## config.mk

```make
export PLATFORM = sky130hd
export DESIGN_NAME = fp_mul_accumulator
export DESIGN_NICKNAME = d
export VERILOG_FILES = /design/src/rtl/fp_mul_accumulator.sv
export SDC_FILE = /design/constraint.sdc
export NUM_CORES = 1
export LEC_CHECK = 0
export BUFFER_PORTS_ARGS = -buffer_cell sky130_fd_sc_hd__buf_2
export CORE_MARGIN = 5
export CORE_UTILIZATION = 64
export CTS_CLUSTER_DIAMETER = 200
export DETAILED_ROUTE_END_ITERATION = 12
export PLACE_DENSITY_LB_ADDON = 0.12
export SLEW_MARGIN = 20
export SYNTH_ARGS = -nofsm -noshare
export SYNTH_HDL_FRONTEND = slang
export SYNTH_SLANG_ARGS = --single-unit
```

## constraint.sdc

```tcl
create_clock -name clk -period 8 [get_ports clk]
set_input_delay 0.8 -clock clk [delete_from_list [all_inputs] [get_ports clk]]
set_output_delay 0.8 -clock clk [all_outputs]
set_load 0.01 [all_outputs]
```

## src/rtl/fp_mul_accumulator.sv

```systemverilog
// ============================================================================
// Module  : fp_mul_accumulator
// Brief   : Streaming FP32 packet accumulator, 4-cycle FSM adder, valid/ready I/O.
// Revision: 1.0 - initial release
// ============================================================================
`default_nettype none

module fp_mul_accumulator #(
  parameter int N     = 32,
  parameter int E     = 8,
  parameter int MA    = 23,
  parameter int BIAS  = 127,
  parameter int CNT_W = 16
) (
  input  logic             clk,
  input  logic             rst_n,
  input  logic             in_valid,
  output logic             in_ready,
  input  logic [N-1:0]     in_data,
  input  logic             in_last,
  output logic             out_valid,
  input  logic             out_ready,
  output logic [N-1:0]     out_data,
  output logic [CNT_W-1:0] out_count
);

  localparam int SW  = MA + 1;
  localparam int FW  = SW + 3;
  localparam int LZW = $clog2(FW + 1);
  localparam logic signed [E+1:0] EXP_MAX = (E+2)'(2 * BIAS);
  localparam logic signed [E+1:0] EXP_ONE = (E+2)'(1);

  typedef enum logic [2:0] {S_IDLE, S_ALIGN, S_ADDN, S_ROUND, S_OUT} state_t;
  state_t r_state, w_next;

  logic [N-1:0]           r_acc, r_in;
  logic [CNT_W-1:0]       r_cnt;
  logic                   r_last, r_sub, r_sign, r_zsign, r_zero, r_inf;
  logic [FW-1:0]          r_big_sig, r_sml_sig, r_sig;
  logic signed [E+1:0]    r_exp;

  // Alignment: zero operands (exp==0) take magnitude 0 so they always sort low.
  logic            w_a_zero, w_b_zero, w_a_big, w_big_z, w_sml_z;
  logic [N-2:0]    w_a_mag, w_b_mag;
  logic [N-1:0]    w_big, w_sml;
  logic [FW-1:0]   w_big_sig, w_sml_sig, w_aligned;
  logic [E-1:0]    w_diff, w_shamt;
  logic [2*FW-1:0] w_wide;

  assign w_a_zero  = (r_acc[N-2:MA] == '0);
  assign w_b_zero  = (r_in[N-2:MA] == '0);
  assign w_a_mag   = w_a_zero ? '0 : r_acc[N-2:0];
  assign w_b_mag   = w_b_zero ? '0 : r_in[N-2:0];
  assign w_a_big   = (w_a_mag >= w_b_mag);
  assign w_big     = w_a_big ? r_acc : r_in;
  assign w_sml     = w_a_big ? r_in : r_acc;
  assign w_big_z   = w_a_big ? w_a_zero : w_b_zero;
  assign w_sml_z   = w_a_big ? w_b_zero : w_a_zero;
  assign w_big_sig = w_big_z ? '0 : {1'b1, w_big[MA-1:0], 3'b000};
  assign w_sml_sig = w_sml_z ? '0 : {1'b1, w_sml[MA-1:0], 3'b000};
  assign w_diff    = w_big[N-2:MA] - w_sml[N-2:MA];
  assign w_shamt   = (w_diff > E'(FW)) ? E'(FW) : w_diff;
  assign w_wide    = {w_sml_sig, {FW{1'b0}}} >> w_shamt;
  assign w_aligned = {w_wide[2*FW-1:FW+1], w_wide[FW] | (|w_wide[FW-1:0])};

  function automatic logic [LZW-1:0] f_lzc(input logic [FW-1:0] v);
    f_lzc = LZW'(FW);
    for (int i = 0; i < FW; i++) begin
      if (v[i]) f_lzc = LZW'(FW - 1 - i);
    end
  endfunction

  logic [FW:0]         w_sum;
  logic                w_sum_zero;
  logic [LZW-1:0]      w_lzc;
  logic [FW-1:0]       w_norm;
  logic signed [E+1:0] w_nexp;

  assign w_sum      = r_sub ? ({1'b0, r_big_sig} - {1'b0, r_sml_sig})
                            : ({1'b0, r_big_sig} + {1'b0, r_sml_sig});
  assign w_sum_zero = (w_sum == '0);
  assign w_lzc      = f_lzc(w_sum[FW-1:0]);

  always_comb begin
    w_norm = w_sum[FW-1:0] << w_lzc;
    w_nexp = r_exp - $signed({{(E+2-LZW){1'b0}}, w_lzc});
    if (w_sum[FW]) begin
      w_norm = {w_sum[FW:2], w_sum[1] | w_sum[0]};
      w_nexp = r_exp + EXP_ONE;
    end
  end

  // Round to nearest even on the G/R/S bits below the 24-bit significand.
  logic                w_inc;
  logic [SW:0]         w_rnd;
  logic signed [E+1:0] w_rexp;
  logic [MA-1:0]       w_rman;
  logic [N-1:0]        w_result;

  assign w_inc  = r_sig[2] & (r_sig[1] | r_sig[0] | r_sig[3]);
  assign w_rnd  = {1'b0, r_sig[FW-1:3]} + {{SW{1'b0}}, w_inc};
  assign w_rexp = w_rnd[SW] ? (r_exp + EXP_ONE) : r_exp;
  assign w_rman = w_rnd[SW] ? w_rnd[MA:1] : w_rnd[MA-1:0];

  always_comb begin
    w_result = {r_sign, w_rexp[E-1:0], w_rman};
    if (r_inf)                  w_result = r_acc;
    else if (r_zero)            w_result = {r_sign, {(N-1){1'b0}}};
    else if (w_rexp > EXP_MAX)  w_result = {r_sign, {E{1'b1}}, {MA{1'b0}}};
    else if (w_rexp < EXP_ONE)  w_result = {r_sign, {(N-1){1'b0}}};
  end

  always_comb begin
    w_next = r_state;
    case (r_state)
      S_IDLE:  if (in_valid) w_next = S_ALIGN;
      S_ALIGN: w_next = S_ADDN;
      S_ADDN:  w_next = S_ROUND;
      S_ROUND: w_next = r_last ? S_OUT : S_IDLE;
      S_OUT:   if (out_ready) w_next = S_IDLE;
      default: w_next = S_IDLE;
    endcase
  end

  assign in_ready  = (r_state == S_IDLE);
  assign out_valid = (r_state == S_OUT);
  assign out_data  = out_valid ? r_acc : '0;
  assign out_count = out_valid ? r_cnt : '0;

  always_ff @(posedge clk or negedge rst_n) begin
    if (!rst_n) begin
      r_state   <= S_IDLE;
      r_acc     <= '0;
      r_in      <= '0;
      r_cnt     <= '0;
      r_last    <= 1'b0;
      r_sub     <= 1'b0;
      r_sign    <= 1'b0;
      r_zsign   <= 1'b0;
      r_zero    <= 1'b0;
      r_inf     <= 1'b0;
      r_big_sig <= '0;
      r_sml_sig <= '0;
      r_sig     <= '0;
      r_exp     <= '0;
    end else begin
      r_state <= w_next;
      case (r_state)
        S_IDLE: if (in_valid) begin
          r_in   <= in_data;
          r_last <= in_last;
          r_cnt  <= r_cnt + 1'b1;
        end
        S_ALIGN: begin
          r_sub     <= w_big[N-1] ^ w_sml[N-1];
          r_sign    <= w_big[N-1];
          r_zsign   <= w_a_zero & w_b_zero & r_acc[N-1] & r_in[N-1];
          r_inf     <= (r_acc[N-2:MA] == '1);
          r_big_sig <= w_big_sig;
          r_sml_sig <= w_aligned;
          r_exp     <= $signed({2'b00, w_big[N-2:MA]});
        end
        S_ADDN: begin
          r_sig  <= w_norm;
          r_exp  <= w_nexp;
          r_zero <= w_sum_zero;
          if (w_sum_zero) r_sign <= r_zsign;
        end
        S_ROUND: r_acc <= w_result;
        S_OUT: if (out_ready) begin
          r_acc <= '0;
          r_cnt <= '0;
        end
        default: ;
      endcase
    end
  end

endmodule

`default_nettype wire

```

Yosys cells after proc, flatten, opt, wreduce, memory -nomap -nowiden
Index checks and enable logic that the tools add are counted.
{ "op_classes": {"addsub": 7, "n_mul": 0, "n_div": 0, "order_cmp": 4, "n_eq_ne": 9, "n_shift": 2, "n_mux": 59, "bitwise_logic": 9, "reduce_logical": 13} }
{ "op_table": {"columns": ["cell", "count"], "rows": [
  ["$mux W32", 5],
  ["$mux W31", 5],
  ["$mux W5", 25],
  ["$mux W27", 3],
  ["$pmux W32 S2", 1],
  ["$shr A54 B8 Y54", 1],
  ["$mux W16", 3],
  ["$pmux W16 S2", 1],
  ["$ge A31 B31 Y1", 1],
  ["$add A27 B27 Y28", 1],
  ["$logic_not A28 Y1", 1],
  ["$mux W28", 1],
  ["$sub A27 B27 Y28", 1],
  ["$reduce_or A27 Y1", 1],
  ["$shl A27 B5 Y27", 1],
  ["$add A24 B1 Y25", 1],
  ["$mux W23", 1],
  ["$mux W10", 2],
  ["$pmux W10 S2", 1],
  ["$add A16 B1 Y16 const B", 1],
  ["$logic_not A8 Y1", 2],
  ["$pmux W3 S5", 1],
  ["$add A10 B2 Y10 const B", 1],
  ["$gt A10 B9 Y1 const B", 1],
  ["other kinds (22)", 41]
]} }
{ "totals": {"reg_bits": 180, "latchBits": 0, "ram_bits": 0, "romBits": 0, "in_bits": 37, "elab_cells": 117, "mem_count": 0} }

Depth between registers and ports, before layout
{ "logic_depth": {"depth_word": 32, "depth_mapped": 35} }

Worst setup path before layout
OpenSTA, ideal clock, no wires.
{ "synth_path": {"kind": "reg-to-reg", "start": "reg r_in[26]", "end": "reg r_sml_sig[0]", "setup_time_ns": 0.128, "arrival_time_ns": 6.992, "t_required_ns": 7.872, "setup_slack_ns": 0.881, "path_stages_with_launch": 34, "path_buffers": 6, "synth_period_minus_slack_ns": 7.119, "cell_sequence": "dfrtp_1 clkbuf_1 nor4_1 nand2_1 clkbuf_1 buf_1 nand2_1 ha_1 nand4_2 nor3_4 nand4_2 a41o_1 nand3_1 clkbuf_1 clkbuf_1 a21oi_1 ha_1 inv_1 a21oi_1 nand2_1 a31o_1 a31oi_1 or3_1 a211oi_2 o221ai_2 or4_4 buf_6 a211oi_2 o22ai_1 a2111oi_2 a32oi_1 a211o_1 nor4_1 o21ai_1"} }
{ "synth_via": {"elab_chain_len": 10, "word_cells_on_any_way": 13, "classes_between": "add/sub: 1; order compare: 2; shift: 1; mux: 6; bitwise: 1; reduce/logical: 2"} }
{ "synth_rtl": {"columns": ["item", "line", "source"], "rows": [
  ["start, declared", "36", "logic [N-1:0] r_acc, r_in;"],
  ["start signal, assigned", "150", "r_in <= in_data;"],
  ["$logic_not A8 Y1", "51", "assign w_b_zero = (r_in[N-2:MA] == '0);"],
  ["$mux W31", "53", "assign w_b_mag = w_b_zero ? '0 : r_in[N-2:0];"],
  ["$ge A31 B31 Y1", "54", "assign w_a_big = (w_a_mag >= w_b_mag);"],
  ["$mux W32 (on tied branches)", "55, 56", null],
  ["$sub A8 B8 Y8", "61", "assign w_diff = w_big[N-2:MA] - w_sml[N-2:MA];"],
  ["$gt A8 B5 Y1", "62", "assign w_shamt = (w_diff > E'(FW)) ? E'(FW) : w_diff;"],
  ["$mux W8", "62", null],
  ["$shr A54 B8 Y54 (*)", "63", "assign w_wide = {w_sml_sig, {FW{1'b0}}} >> w_shamt;"],
  ["$reduce_or A27 Y1", "64", "assign w_aligned = {w_wide[2*FW-1:FW+1], w_wide[FW] | (|w_wide[FW-1:0])};"],
  ["$or A1 B1 Y1 (*)", "64", null],
  ["end signal, assigned", "160", "r_sml_sig <= w_aligned;"],
  ["end, declared", "39", "logic [FW-1:0] r_big_sig, r_sml_sig, r_sig;"]
]} }
Mark *: on every way between the ends. The rest lies on a longest branch, timed or not.
A chain may end at the register's enable or synchronous reset.

Worst setup path after layout
{ "layout_path": {"start": "reg r_sml_sig[0]", "end": "reg r_exp[8]"} }
{ "layout_via": {"elab_chain_len": 32, "word_cells_on_any_way": 33, "classes_between": "add/sub: 3; mux: 30"} }
{ "layout_rtl": {"columns": ["item", "line", "source"], "rows": [
  ["$add A27 B27 Y28 or $sub A27 B27 Y28 (tied branches)", "80, 79", null],
  ["$mux W28 (*)", "79", "assign w_sum = r_sub ? ({1'b0, r_big_sig} - {1'b0, r_sml_sig})"],
  ["$mux W1", "69", "if (v[i]) f_lzc = LZW'(FW - 1 - i);"],
  ["$mux W2", "69", null],
  ["$mux W5 (25 in a row)", "69", null],
  ["$sub A10 B6 Y10", "86", "w_nexp = r_exp - $signed({{(E+2-LZW){1'b0}}, w_lzc});"],
  ["$mux W10 (*)", "87", "if (w_sum[FW]) begin"],
  ["$pmux W10 S2 (*)", "148", "case (r_state)"],
  ["end signal, assigned", "161", "r_exp <= $signed({2'b00, w_big[N-2:MA]});"],
  ["end signal, assigned", "165", "r_exp <= w_nexp;"],
  ["end, declared", "40", "logic signed [E+1:0] r_exp;"]
]} }
Marks and branches as above.

==> out/metrics.cfg <==
[layout]
layoutNonFillerInstCount=2482
area_growth_pct=8.01
final_area_um2=17700
fillers=1975
nNetsFinal=2242
drive_gt1_frac=0.125

[timing]
final.setup.worst_slack_ns=0.355
rsz0062_at_grt=no
maxSlewHeadroom=0.274
period_share=0.956
post-route-min-period_ns=7.65
setup_violations=0
worstMarginPinSlew_ns=1.08
fmaxAchievable_mhz=131
slew_violations=0
hold_viol=0
skew_ns=0.0243
tns_ns=0

[run_status]
status=complete, no violations

[synth]
syn_inst=2120
postSynth.asyncResetShare=1.00
syn_area_per_cell_um2=7.74
yosys_register_bits=177
ys_top_cells_by_count=283 x nand2_1, 203 x nor2_1, 177 x dfrtp_1
synth_most_common_cell=nand2_1
yosysTopAreaCell=dfrtp_1
yosysWarnings=0
synthFlopType=dfrtp_1
synth_cell_types=97
synthTopCellsByArea=dfrtp_1 27%, nand2_1 6.5%, o21ai_0 5.2%
netlist_area_um2=16400
ys_seq_area_frac=0.270
synth_edf_count=0
syn_nets=2224
yosysTopAreaCellShare=0.270

[setup_path]
path_max_fanout=17
criticalPathCategory=reg -> reg
required_ns=8.36
cp-start-kind=flop
r2r-start=r_sml_sig[0]$_DFFE_PN0P_
r2r_end=r_exp[8]$_DFFE_PN0P_
worst-r2r-setup-slack_ns=0.35
cp.arrival_ns=8.01
cpMaxStageDelayCell=xnor2_1
cp-end-kind=flop
cp-startpoint=r_sml_sig[0]$_DFFE_PN0P_
reg2reg_depth=27
path_buf_inv=3
cp_slowest_stage_delay_ns=0.84
crit_family=compound AO/OA/AOI/OAI gates
path_common_cell=a21o_1

[routing]
wl_met2_mm=26.6
ant_nets=0
routed_wl_mm=59.4
first_iter_violations=3070
wl_per_cell_um=23.9
drt_pre_antenna_iters=9
drc_errors=0
wl_met3_mm=6.58
routed.top_layer=met4
vias_per_cell=7.12
via_count=17677
met1_length_mm=22.5

[placed_design]
port_buffers=86
gp_congestion=1.02
placed_cell_area_um2=17100
dp_cells=2449
pre_cts_ws_ns=0.581
place_hpwl_mm=43.7

[die]
core_um2=25200
start_util=0.652
num_rows=58
fp.dieH_um=170
dieArea_um2=28900
die-width_um=170
pin_count=87

[min_path]
hold_path_class=in -> async

[global_routing]
grt_util_all_layers=0.398
grt_pass1_wl_mm=91.4
grt_remaining_overflow=0
grt_start_max_net_pins=98
grt_pass1_vias=16453
antenna_found_initial=1

[clock_tree]
cts_setup_buffers=0
clk_latency_ns=0.46
cts_buffer_depth=2
htreeDepth=4
ctsResizeCount=0
root_buffer=clkbuf_16
cts_tree=done
cts_sinks=177
path_clk_slew_ns=0.09
numCtsBuffers=17
cts_hold_buf=0

[flow_run]
cap_violations=0

[metrics by stage]
step / util / hold slack (ns)
2_1_floorplan: - / 0.448
3_3_place_gp: 0.678 / 0.463
3_5_place_dp: 0.678 / 0.478
4_1_cts: 0.703 / 0.465
5_1_grt: 0.704 / 0.486
6_report: 0.704 / 0.416
[routing by layer]
layer  track usage  up-vias
met1         0.536     8297
met3        0.0715      290
met4         0.193        0
met5             0        -
met2         0.624     1319
li1              -     7771
[final cells by class]
| type | instances | area [µm²] | area share |
|---|---|---|---|
| flip-flops and latches | 177 | 4430 | 0.250 |
| repair buffers | 126 | 741 | 0.0418 |
| clock inverters | 15 | 200 | 0.0113 |
| well taps | 330 | 413 | 0.0233 |
| inverters | 55 | 206 | 0.0116 |
| multi-input cells | 1761 | 11300 | 0.638 |
| diodes | 1 | 2.50 | 0.000141 |
| clock buffers | 17 | 425 | 0.0240 |
[layout by cell type (no fill, tap or decap), drive strengths merged, types with 12 or more instances in the layout]
cell	count
nand2	283
nor2	203
dfrtp	177
o21ai	177
a21oi	146
buf	126
and2	84
mux2i	68
ha	66
inv	63
xnor2	58
nor3	51
nand3	47
mux2	47
xor2	36
a31oi	30
a22o	29
a21o	27
nor2b	26
nor4	26
or3	23
nand4	23
o211ai	22
and3	21
a211oi	21
nand2b	19
o21a	17
clkbuf	17
a221oi	16
a22oi	16
o221ai	14
o22ai	13
or2	12
o31ai	12
[logic make-up (layout without fill, tap and decap cells)]
kind of cell,after synthesis,in the layout,synth area share
compound gates,637,637,0.260
xor+xnor,94,94,0.0511
fa+ha+maj,68,68,0.0522
buf+inv,182,213,0.0446
flops,177,177,0.270
mux,116,116,0.0751
other cells,0,1,0
simple gates,846,846,0.247
[state kept, by name (all words and copies together), names as in the netlist]
register and flops:
r_acc 32, r_in 32, r_sig 27, r_sml_sig 27, r_big_sig 24, r_cnt 16, r_exp 10, r_state 3
r_inf 1, r_last 1, r_sign 1, r_sub 1, r_zero 1, r_zsign 1
[worst max-delay path by stage]
stage,slack [ns],cells after the start,to
final,0.35,27,r_exp[8]$_DFFE_PN0P_
after global routing,0.009,27,r_exp[8]$_DFFE_PN0P_
after CTS,0.50,27,r_sml_sig[0]$_DFFE_PN0P_
after detailed placement,0.58,27,r_sml_sig[0]$_DFFE_PN0P_
after global placement,0.76,27,r_sml_sig[0]$_DFFE_PN0P_
after floorplan,0.88,33,r_sml_sig[0]$_DFFE_PN0P_
Power is not shown: default switching activity piles up to over one toggle a cycle in this logic, so the estimate is an artifact.
